### config.mk
export PLATFORM = sky130hd
export DESIGN_NAME = micro_sequencer
export DESIGN_NICKNAME = d
export VERILOG_FILES = /design/src/rtl/micro_sequencer.sv
export SDC_FILE = /design/constraint.sdc
export NUM_CORES = 1
export LEC_CHECK = 0
export CORE_UTILIZATION = 53
export CTS_CLUSTER_SIZE = 16
export DETAILED_ROUTE_END_ITERATION = 10
export GPL_ROUTABILITY_DRIVEN = 0
export MAX_ROUTING_LAYER = met4
export PLACE_DENSITY = 0.94
export SLEW_MARGIN = 10
export SYNTH_ARGS = -nofsm -noshare
export SYNTH_HDL_FRONTEND = slang
export SYNTH_SLANG_ARGS = --single-unit
### constraint.sdc
create_clock -name clk_i -period 4 [get_ports clk_i]
set_clock_uncertainty 0.05 [all_clocks]
set_input_delay 0.6 -clock clk_i [delete_from_list [all_inputs] [get_ports clk_i]]
set_output_delay 0.6 -clock clk_i [all_outputs]
set_load 0.01 [all_outputs]
### src/rtl/micro_sequencer.sv
// micro_sequencer: microprogram sequencer with dispatch tables, return stack, fault trapping and instruction counter.
// Ports:
//   clk_i          clock, rising edge
//   reset_i        asynchronous active-high reset
//   stall_i        hold all state this cycle
//   seq_op_i       0 SEQ, 1 FETCH, 2 DISP, 3 JUMP, 4 CALL, 5 RET, 6/7 reserved
//   disp_sel_i     dispatch table index for DISP
//   disp_state_i   packed per-table dispatch targets
//   disp_valid_i   per-table opcode-defined flags
//   target_i       JUMP/CALL target
//   curr_state_o   registered microstate
//   next_state_o   combinational next microstate
//   inst_count_o   instructions started
//   stack_level_o  occupied return-stack entries
//   fault_o        one-cycle fault pulse
//   fault_code_o   last fault: 1 undefined dispatch, 2 overflow, 3 underflow/reserved op
module micro_sequencer #(
    parameter int STATE_W     = 4,
    parameter int NUM_DISP    = 2,
    parameter int STACK_DEPTH = 2,
    parameter int CNT_W       = 32,
    parameter int IDLE_STATE  = 0,
    parameter int FETCH_STATE = 1,
    parameter int TRAP_STATE  = 15,
    localparam int LVL_W      = $clog2(STACK_DEPTH) + 1
) (
    input  logic                        clk_i,
    input  logic                        reset_i,
    input  logic                        stall_i,
    input  logic [2:0]                  seq_op_i,
    input  logic [1:0]                  disp_sel_i,
    input  logic [NUM_DISP*STATE_W-1:0] disp_state_i,
    input  logic [NUM_DISP-1:0]         disp_valid_i,
    input  logic [STATE_W-1:0]          target_i,
    output logic [STATE_W-1:0]          curr_state_o,
    output logic [STATE_W-1:0]          next_state_o,
    output logic [CNT_W-1:0]            inst_count_o,
    output logic [LVL_W-1:0]            stack_level_o,
    output logic                        fault_o,
    output logic [1:0]                  fault_code_o
);
    typedef enum logic [2:0] {
        OP_SEQ, OP_FETCH, OP_DISP, OP_JUMP, OP_CALL, OP_RET
    } op_e;

    localparam logic [STATE_W-1:0] FETCH_S = STATE_W'(FETCH_STATE);
    localparam logic [STATE_W-1:0] TRAP_S  = STATE_W'(TRAP_STATE);

    logic [STATE_W-1:0] state_q, state_d, inc, disp_st, top;
    logic [STATE_W-1:0] stack_q [STACK_DEPTH];
    logic [CNT_W-1:0]   cnt_q;
    logic [LVL_W-1:0]   lvl_q;
    logic [1:0]         code_q, code_d;
    logic               fault_q, disp_ok, full, empty, push, pop;

    always_comb begin
        inc     = state_q + STATE_W'(1);
        disp_ok = 1'b0;
        disp_st = '0;
        // selects beyond NUM_DISP leave disp_ok low and so trap as undefined
        for (int k = 0; k < NUM_DISP; k++)
            if (disp_sel_i == 2'(k)) begin
                disp_ok = disp_valid_i[k];
                disp_st = disp_state_i[k*STATE_W +: STATE_W];
            end
        top = '0;
        for (int i = 0; i < STACK_DEPTH; i++)
            if (lvl_q == LVL_W'(i + 1)) top = stack_q[i];
        full    = lvl_q == LVL_W'(STACK_DEPTH);
        empty   = lvl_q == '0;
        state_d = TRAP_S;
        code_d  = 2'd0;
        push    = 1'b0;
        pop     = 1'b0;
        case (seq_op_i)
            OP_SEQ:   state_d = inc;
            OP_FETCH: state_d = FETCH_S;
            OP_DISP:  begin
                state_d = disp_ok ? disp_st : TRAP_S;
                code_d  = disp_ok ? 2'd0 : 2'd1;
            end
            OP_JUMP:  state_d = target_i;
            OP_CALL:  begin
                state_d = full ? TRAP_S : target_i;
                code_d  = full ? 2'd2 : 2'd0;
                push    = !full;
            end
            OP_RET:   begin
                state_d = empty ? TRAP_S : top;
                code_d  = empty ? 2'd3 : 2'd0;
                pop     = !empty;
            end
            default:  code_d = 2'd3;
        endcase
    end

    always_ff @(posedge clk_i or posedge reset_i)
        if (reset_i) begin
            state_q <= STATE_W'(IDLE_STATE);
            cnt_q   <= '0;
            lvl_q   <= '0;
            fault_q <= 1'b0;
            code_q  <= 2'd0;
        end else if (stall_i) begin
            fault_q <= 1'b0;
        end else begin
            state_q <= state_d;
            fault_q <= code_d != 2'd0;
            if (code_d != 2'd0) code_q <= code_d;
            if (state_d == FETCH_S) cnt_q <= cnt_q + CNT_W'(1);
            lvl_q <= push ? lvl_q + LVL_W'(1) : pop ? lvl_q - LVL_W'(1) : lvl_q;
        end

    // stack contents need no reset: stack_level alone decides what is valid
    always_ff @(posedge clk_i)
        if (!stall_i && push)
            for (int i = 0; i < STACK_DEPTH; i++)
                if (lvl_q == LVL_W'(i)) stack_q[i] <= inc;

    assign curr_state_o  = state_q;
    assign next_state_o  = state_d;
    assign inst_count_o  = cnt_q;
    assign stack_level_o = lvl_q;
    assign fault_o       = fault_q;
    assign fault_code_o  = code_q;
endmodule
; ---- After elaboration in Yosys (flattened, before gate mapping)
; Memory sizes are Yosys's and may differ from the RTL's.
; Index checks and enable logic that the tools add are counted.
[totals]
reg_bits = 41
latchBits = 0
ram_bits = 8
rom_bits = 0
in_bits = 22
out_inout_bits = 45
elab_cells = 62
memories = 1
[op_classes]
add_sub_neg = 4
multipliers = 0
n_div = 0
magnitude_cmp = 0
n_eq_ne = 9
shifts = 0
mux = 28
bitwise_logic = 1
n_reduce_logical = 14
[mem_list]
columns = memory, words, word_bits, read_ports, rd_clocked_by_memory_dff, wr, line_no
row1 = stack_q, 2, 4, 2, 0, 1, 50  ; logic [STATE_W-1:0] stack_q [STACK_DEPTH];
[op_table]
columns = cell, count
row1 = "adder 32 x 1 -> 32 bit, second input constant", 1
row2 = two-way mux 4 bit, 8
row3 = one-hot mux 4 bit (6 select lines), 1
row4 = two-way mux 1 bit, 14
row5 = two-way mux 2 bit, 4
row6 = one-hot mux 2 bit (4 select lines), 1
row7 = "equality test 3 x 2 -> 1 bit, second input constant", 2
row8 = "equality test 3 bit, second input constant", 2
row9 = AND reduction 2 bit, 3
row10 = "adder 4 x 1 -> 4 bit, second input constant", 1
row11 = "equality test 2 x 1 -> 1 bit, second input constant", 2
row12 = "equality test 4 x 1 -> 1 bit, second input constant", 1
row13 = zero test 2 bit, 2
row14 = nonzero test 2 bit, 2
row15 = OR reduction 4 bit, 1
row16 = "equality test 3 x 1 -> 1 bit, second input constant", 1
row17 = zero test 1 bit, 3
row18 = zero test 3 bit, 1
row19 = OR reduction 3 bit, 1
row20 = "adder 2 x 1 -> 2 bit, second input constant", 1
row21 = "equality test 2 bit, second input constant", 1
row22 = "subtractor 2 x 1 -> 2 bit, second input constant", 1
row23 = logical AND 1 bit, 1
row24 = inverter 1 bit, 1

; ---- Depth between registers and ports, before layout
; Gate-level depths: netlist (run 1).
[depth]
word_depth = 8
depth_mapped = 12
ltp_nobuf = 9

; ---- Worst setup path after synthesis (run 1)
; Ideal clock, no wire load.
[synth_path]
path_type = register to register
from = register lvl_q[0] (netlist: stack_level_o[0])
to = register cnt_q[19] (netlist: inst_count_o[19])
setup_time_ns = 0.126
arrival_ns = 2.329
required_time_ns = 3.824
path_slack_ns = 1.495
path_stages_with_launch = 13
path_buffers = 3
synth_period_minus_slack_ns = 2.505
path_cell_list = dfrtp_1 > inv_1 > ha_1 > buf_2 > or2_2 > a32oi_1 > nand4_2 > nor2_1 > and4bb_1 > buf_6 > buf_6 > nand4_1 > xnor2_1
[synth_via]
elab_chain_cells = 7
word_cells_on_any_way = 10
cone_classes = eq/ne (3) / mux (5) / reduce/logical (2)
[synth_rtl]
columns = item, line_no
row1 = from (decl), 52  ; logic [LVL_W-1:0] lvl_q;
row2 = from (signal assigned), 111  ; lvl_q <= push ? lvl_q + LVL_W'(1) : pop ? lvl_q - LVL_W'(1) : lvl_q;
row3 = equality test 2 x 1 -> 1 bit, 68  ; if (lvl_q == LVL_W'(i + 1)) top = stack_q[i];
row4 = two-way mux 4 bit (2 in series), 68
row5 = two-way mux 4 bit, 89  ; state_d = empty ? TRAP_S : top;
row6 = one-hot mux 4 bit (6 select lines) (*), 75  ; case (seq_op_i)
row7 = via next_state_o[2], 36  ; output logic [STATE_W-1:0] next_state_o,
row8 = equality test 4 x 1 -> 1 bit (*), 110  ; if (state_d == FETCH_S) cnt_q <= cnt_q + CNT_W'(1);
row9 = AND reduction 2 bit (no line) (*), n/a
row10 = to (signal assigned), 110
row11 = to (decl), 51  ; logic [CNT_W-1:0] cnt_q;
; The timed path passes the listed nets; every way through them passes the cells marked *.
; A chain may end at the register's enable or synchronous reset.

; ---- Final worst setup path (run 1)
[layout_path]
from = input port seq_op_i[1]
to = output port next_state_o[3]
[layout_via]
elab_chain_cells = 2
word_cells_on_any_way = 7
cone_classes = eq/ne (5) / mux (1) / reduce/logical (1)
[layout_rtl]
columns = item, line_no
row1 = from (decl), 30  ; input logic [2:0] seq_op_i,
row2 = "equality test 3 bit, or another cell as far along", 75
row3 = one-hot mux 4 bit (6 select lines) (*), 75
row4 = to (decl), 36
; Mark *: on every way between the ends. The rest lies on a longest branch, timed or not.

==> run metrics, run 1 <==
outcome=complete, no violations; worst r2r dst=inst_count_o[1]$_DFFE_PP0P_; # rows=25; port buffer count=66; initial antenna violation count=0; post-synthesis sequential area ratio=47.9%; CP startpoint=seq_op_i[1]; crit-path max cell delay=0.69 ns; drt drc=0; # Post-CTS Setup Buffers=0; Starting Density=55.6%; Async SR Flop Fraction=83.7%; CTS buffer count=5; cell area after synthesis=2650 µm²; largest net degree at the start of global routing=33; overall power=1310 µW; Final Hold Viols=0; hpwl dp=4.26 mm; Static Leak=0.00138 µW; Avg Cell Area, Syn=10.7 µm²; Post-Synth Simple-Gate Area=23.0%; first-pass iteration count of the detailed router=4; Crit-path slowest cell=clkdlybuf4s50_1; worst path arrival time=2.80 ns; Max Slew Vio Count=0; First DRT Iteration DRCs=151; critical path capture point type=primary output; Clock Pin Slew Worst Setup and Hold Paths=0.08 ns; commonest non-fill, non-tap cells in the layout=clkdlybuf4s50_1 (66), dfrtp_1 (41), xnor2_1 (32); fraction of layout cells with a size suffix above 1=8.63%; Die X=72.6 µm; worst hold start=inst_count_o[31]$_DFFE_PP0P_; Yosys warning count=0; die area=5280 µm²; Worst-Skew Late Latency=0.29 ns; WL final=5.65 mm; Top cell by count, worst path=clkdlybuf4s50_1; CTS max path bufs=2; NetSw=378 µW; Tcrit/Tclk final=86.1%; Critical Path Stages=5; mux share of post-synthesis cell area=2.84%; Req. time, crit path=3.35 ns; filler cell count=362; Mapped Cells=248; area of the multi-input gates=1240 µm²; vias after detailed routing=2118; H-tree lvl count=2; main combinational cell family by area after synthesis=simple AND/OR/NAND/NOR gates; Crit Path Max Fanout=11; CP delay by family, top=buffers and inverters; Pint=928 µW; Reg2Reg Depth=9; Tmin final=3.45 ns; RSZ-0062 raised after global routing=false; number of global-route vias before repair=1925; R2R Path Start=stack_level_o[0]$_DFFE_PP0P_; Post-synth EDFFs=8; clk sink count=49; actual slew at the worst max-slew pin=0.967 ns; core area=4750 µm²; Startpoint Class=input pin; Slew HR=35.5%; GRT Resource Usage Total=23.5%; flip-flop and latch area=1270 µm²; syn nets=275; root buffer cell=clkbuf_8; Combinational Power Share=29.4%; R2R Setup Slk=1.17 ns; switch share=29.0%; Remaining Overflow, GRT=0; synthesis-to-finish area growth=29.6%; Reg power frac=45.4%; Worst Setup EP=next_state_o[3]; cell taking the most area after synthesis=dfrtp_1; Die Ht=72.6 µm; Ports=67; Synth top area share=38.8%; wire per inst=14.9 µm; synthesis-stage register bit count=49; clock power share=25.2%; crit-path cells=clkdlybuf4s50_1 -> or3b_4 -> o32a_1 -> nand4_1 -> clkdlybuf4s50_1; first-pass GRT wire length=9.22 mm; crit path kind=in -> out; Main synth FF type=dfrtp_1; setup_tns=0 ns; area fraction in compound gates after synthesis=7.33%; Buf/Inv on CP=2; CTS tree=yes; Worst VDD drop=0.325 mV; area share of fa/ha/maj cells after synthesis=2.37%; Max Cap Violations=0; fin nets=339; Hold Crit Class=reg -> reg; Synth Area in XOR/XNOR=11.3%; library cells used by synthesis=44; most common cell after layout, fill and taps aside=clkdlybuf4s50_1; post-CTS sizing=0; CTS Hold Bufs=0; ranking of synthesized cells by area=dfrtp_1 (39%), xnor2_1 (11%), edfxtp_1 (9.1%), nand4_1 (4.0%), nand3_2 (3.4%); Ant. Diodes=0; Setup Viol. Count Final=0; Pwr Density=381 nW/µm²; max frequency=290 MHz; vias per cell=5.57; Post-DRT Antenna Nets=0
[layer usage]
metal / vias up / share of wire, % / global-route usage, %
met1: 1020 / 45 / 31.9
met2: 68 / 49 / 36.1
li1: 1022 / - / -
met3: 8 / 4.3 / 3.59
met4: 0 / 1.4 / 8.06
met5: - / 0 / -
[worst register-to-register path, cell delays in order, from the launching register on]
cell,delay (ns)
dfrtp_1,0.38
inv_1,0.09
ha_1,0.32
or2_2,0.34
a32oi_1,0.24
nand4_2,0.13
nor2_1,0.19
and4bb_1,0.24
buf_4,0.35
mux2_2,0.38
[cells in the mapped netlist (3+ instances only)]
library cell,instances
dfrtp_1,41
xnor2_1,32
nand4_1,17
a21oi_1,13
and3_1,12
inv_1,12
nand2_1,12
nand3_1,12
nand3_2,9
nor2_1,9
edfxtp_1,8
nor3_1,8
buf_6,6
and2_1,5
ha_1,5
o21ai_0,5
buf_2,4
mux2_2,4
mux2i_1,3
nand3b_1,3
[power groups by stage]
stage	sequential (µW)	clock, µW	combinational [µW]
finish	593	329	384
global route	600	361	418
CTS	594	338	384
detailed placement	604	0	383
global placement	602	0	373
floorplan	617	0	207
[layout make-up]
type                    instances  area share, %
flip-flops and latches         49           36.9
multi-input cells             175           36.1
repair buffers                 69           19.9
clock buffers                   8           3.25
well taps                      67           2.45
inverters                      12           1.31
[worst min path at each step]
stage / depth (start not counted) / endpoint
finish: 1 / inst_count_o[31]$_DFFE_PP0P_
global route: 1 / inst_count_o[31]$_DFFE_PP0P_
CTS: 1 / inst_count_o[31]$_DFFE_PP0P_
detailed placement: 1 / inst_count_o[31]$_DFFE_PP0P_
global placement: 1 / inst_count_o[31]$_DFFE_PP0P_
floorplan: 1 / inst_count_o[31]$_DFFE_PP0P_
[registers in the layout, summed over array words and instances, names as in the netlist]
name,cells
fault_code_o,2
fault_o,1
inst_count_o,32
stack_q,8
curr_state_o,4
stack_level_o,2
[per-stage QoR]
step	utilization, %	instances	instance area (µm²)	hold WS (ns)	setup WS (ns)
3_5_place_dp	69.8	372	3320	0.416	0.583
3_3_place_gp	69.8	372	3320	0.414	0.634
4_1_cts	72.1	380	3430	0.429	0.578
2_1_floorplan	-	248	2650	0.458	1.50
5_1_grt	72.1	380	3430	0.449	0.497
6_report	72.1	380	3430	0.424	0.555
[cell families (layout without fill, tap and decap cells)]
family / Yosys count / after routing
flip-flops: 49 / 49
AO/OA/AOI/OAI: 30 / 30
multiplexers: 7 / 7
AND/OR/NAND/NOR: 99 / 99
adder cells (fa/ha/maj): 5 / 5
XOR/XNOR: 34 / 34
buffers and inverters: 24 / 89
Note: power is estimated with default switching activity, not from simulation.
==> inputs of run 2 (changes only) <==
--- a/config.mk
+++ b/config.mk
@@ -6,7 +6,7 @@
 export NUM_CORES = 1
 export LEC_CHECK = 0
 export CORE_UTILIZATION = 53
-export CTS_CLUSTER_SIZE = 16
+export CTS_CLUSTER_SIZE = 40
 export DETAILED_ROUTE_END_ITERATION = 10
 export GPL_ROUTABILITY_DRIVEN = 0
 export MAX_ROUTING_LAYER = met4
==> constraint.sdc (replaced) <==
create_clock -name clk_i -period 4.3 [get_ports clk_i]
set_clock_uncertainty 0.05 [all_clocks]
set_input_delay 0.645 -clock clk_i [delete_from_list [all_inputs] [get_ports clk_i]]
set_output_delay 0.645 -clock clk_i [all_outputs]
set_load 0.01 [all_outputs]
==> run 2 against run 1 <==
Non-clock buffer count did not move. Clock-buffer cell count shrank 1. Sequential cell count stayed put. Combinational power down 6.0%. First-iteration DRC count grew 21%. Highest routed layer unchanged.
==> run metrics, run 2 (synthesis results as in run 1) <==
critical path capture point type=primary output; WL final=5.81 mm (+2.7%); Startpoint Class=input pin; clk sink count=49 (unchanged); Ant. Diodes=0 (unchanged); H-tree lvl count=2 (unchanged); first-pass iteration count of the detailed router=4 (unchanged); Req. time, crit path=3.61 ns (+0.26 ns); met2 Usage GRT=37.6% (+1.5 points); Ports=67 (unchanged); GRT Resource Usage Total=24.5% (+0.98 points); number of global-route vias before repair=1995 (+3.6%); drt drc=0 (unchanged); Slew HR=31.6% (-3.9 points); CTS max path bufs=2 (unchanged); Reg power frac=45.2% (-0.2 points); clock power share=25.2% (about the same); Max Cap Violations=0 (unchanged); Worst VDD drop=0.334 mV (+2.7%); Max Slew Vio Count=0 (unchanged); wire per inst=15.3 µm (+2.7%); outcome=complete, no violations; GR peak layer=met2; Setup Viol. Count Final=0 (unchanged); root buffer cell=clkbuf_8; Worst-Skew Late Latency=0.29 ns (about the same); # Post-CTS Setup Buffers=0 (unchanged); met1 global-route usage=32.7% (+0.78 points); Pint=863 µW (-7.0%); Clock Pin Slew Worst Setup and Hold Paths=0.08 ns (about the same); core area=4750 µm² (unchanged); max frequency=285 MHz; NetSw=359 µW (-5.1%); hpwl dp=4.32 mm (+1.3%); commonest non-fill, non-tap cells in the layout=clkdlybuf4s50_1 (66), dfrtp_1 (41), xnor2_1 (32); RSZ-0062 raised after global routing=false; CTS Hold Bufs=0 (unchanged); First DRT Iteration DRCs=182 (+21%); post-CTS sizing=0 (unchanged); Tcrit/Tclk final=81.6%; Tmin final=3.51 ns; fraction of layout cells with a size suffix above 1=8.95% (+0.32 points); initial antenna violation count=0 (unchanged); Die X=72.6 µm (unchanged); Post-DRT Antenna Nets=0 (unchanged); # rows=25 (unchanged); Static Leak=0.00138 µW (about the same); Final Hold Viols=0 (unchanged); Die Ht=72.6 µm (unchanged); actual slew at the worst max-slew pin=1.02 ns (+0.0578 ns); largest net degree at the start of global routing=33 (unchanged); Crit Path Max Fanout=13 (+2); R2R Setup Slk=1.49 ns (+0.32 ns); synthesis-to-finish area growth=29.8%; vias after detailed routing=2138 (+0.94%); vias per cell=5.63 (+0.94%); Starting Density=55.6% (unchanged); first-pass GRT wire length=9.56 mm (+3.7%); port buffer count=66 (unchanged); M3 GR Usage=4.01% (+0.41 points); fin nets=339 (unchanged); crit path kind=in -> out; switch share=29.4% (+0.43 points); Hold Crit Class=reg -> reg; Pwr Density=356 nW/µm² (-6.6%); die area=5280 µm² (unchanged); worst path arrival time=2.82 ns (+0.02 ns); CTS tree=yes; Combinational Power Share=29.5% (about the same); CTS buffer count=5 (unchanged); setup_tns=0 ns (unchanged); max reg flops=32 (unchanged); overall power=1220 µW (-6.5%); Remaining Overflow, GRT=0 (unchanged); most common cell after layout, fill and taps aside=clkdlybuf4s50_1
run 2: cell types whose count changed in the layout (fill, tap and decap cells not counted), sizes merged:
| cell | delta |
|---|---|
| clkbuf | -1 |
| clkinvlp | +1 |
run 2: path summary, 6_finish.rpt:
kind | from | end | cells after the start
worst max-delay path | seq_op_i[0] | next_state_o[0] | 6
worst min-delay path | inst_count_o[31]$_DFFE_PP0P_ | inst_count_o[31]$_DFFE_PP0P_ | 1
worst max register to register | stack_level_o[0]$_DFFE_PP0P_ | inst_count_o[1]$_DFFE_PP0P_ | 9
worst min register to register | inst_count_o[31]$_DFFE_PP0P_ | inst_count_o[31]$_DFFE_PP0P_ | 1
max in group asynchronous | reset_i | inst_count_o[5]$_DFFE_PP0P_ | 3
min in group asynchronous | reset_i | inst_count_o[26]$_DFFE_PP0P_ | 2
run 2: cell type report:
class	instances	area, µm²
clock buffer	7	108
clock inverter	1	7.51
fill	348	1320
inverter	12	45.0
multi-input combinational	175	1240
sequential	49	1270
tap	67	83.8
timing repair buffer	69	683
run 2: routing by layer:
layer / part of all wire (%) / vias to the layer above
li1: - / 1021
met1: 43 / 1022
met2: 50 / 87
met3: 5.1 / 8
met4: 1.5 / 0
met5: 0 / -
run 2: power by group through the flow:
| stage | registers, µW | logic [µW] | clock network (µW) |
|---|---|---|---|
| after floorplan | 574 | 192 | 0 |
| after global routing | 557 | 394 | 342 |
| final | 553 | 361 | 308 |
| after global placement | 560 | 347 | 0 |
| after detailed placement | 562 | 357 | 0 |
| after CTS | 553 | 360 | 315 |
run 2: metrics by stage:
stage	std cells	utilization (%)	hold WS, ns	setup slack (ns)	area [µm²]
final	380	72.2	0.430	0.789	3430
after global placement	372	69.8	0.415	0.847	3320
after floorplan	248	-	0.458	1.80	2650
after global routing	380	72.2	0.457	0.716	3430
after detailed placement	372	69.8	0.421	0.813	3320
after CTS	380	72.2	0.437	0.818	3430
run 2: worst max-delay path: stages:
cell	delay [ns]
clkdlybuf4s50_1	0.73
inv_1	0.19
o21ai_0	0.12
a21oi_1	0.09
or4_4	0.53
clkdlybuf4s50_1	0.51
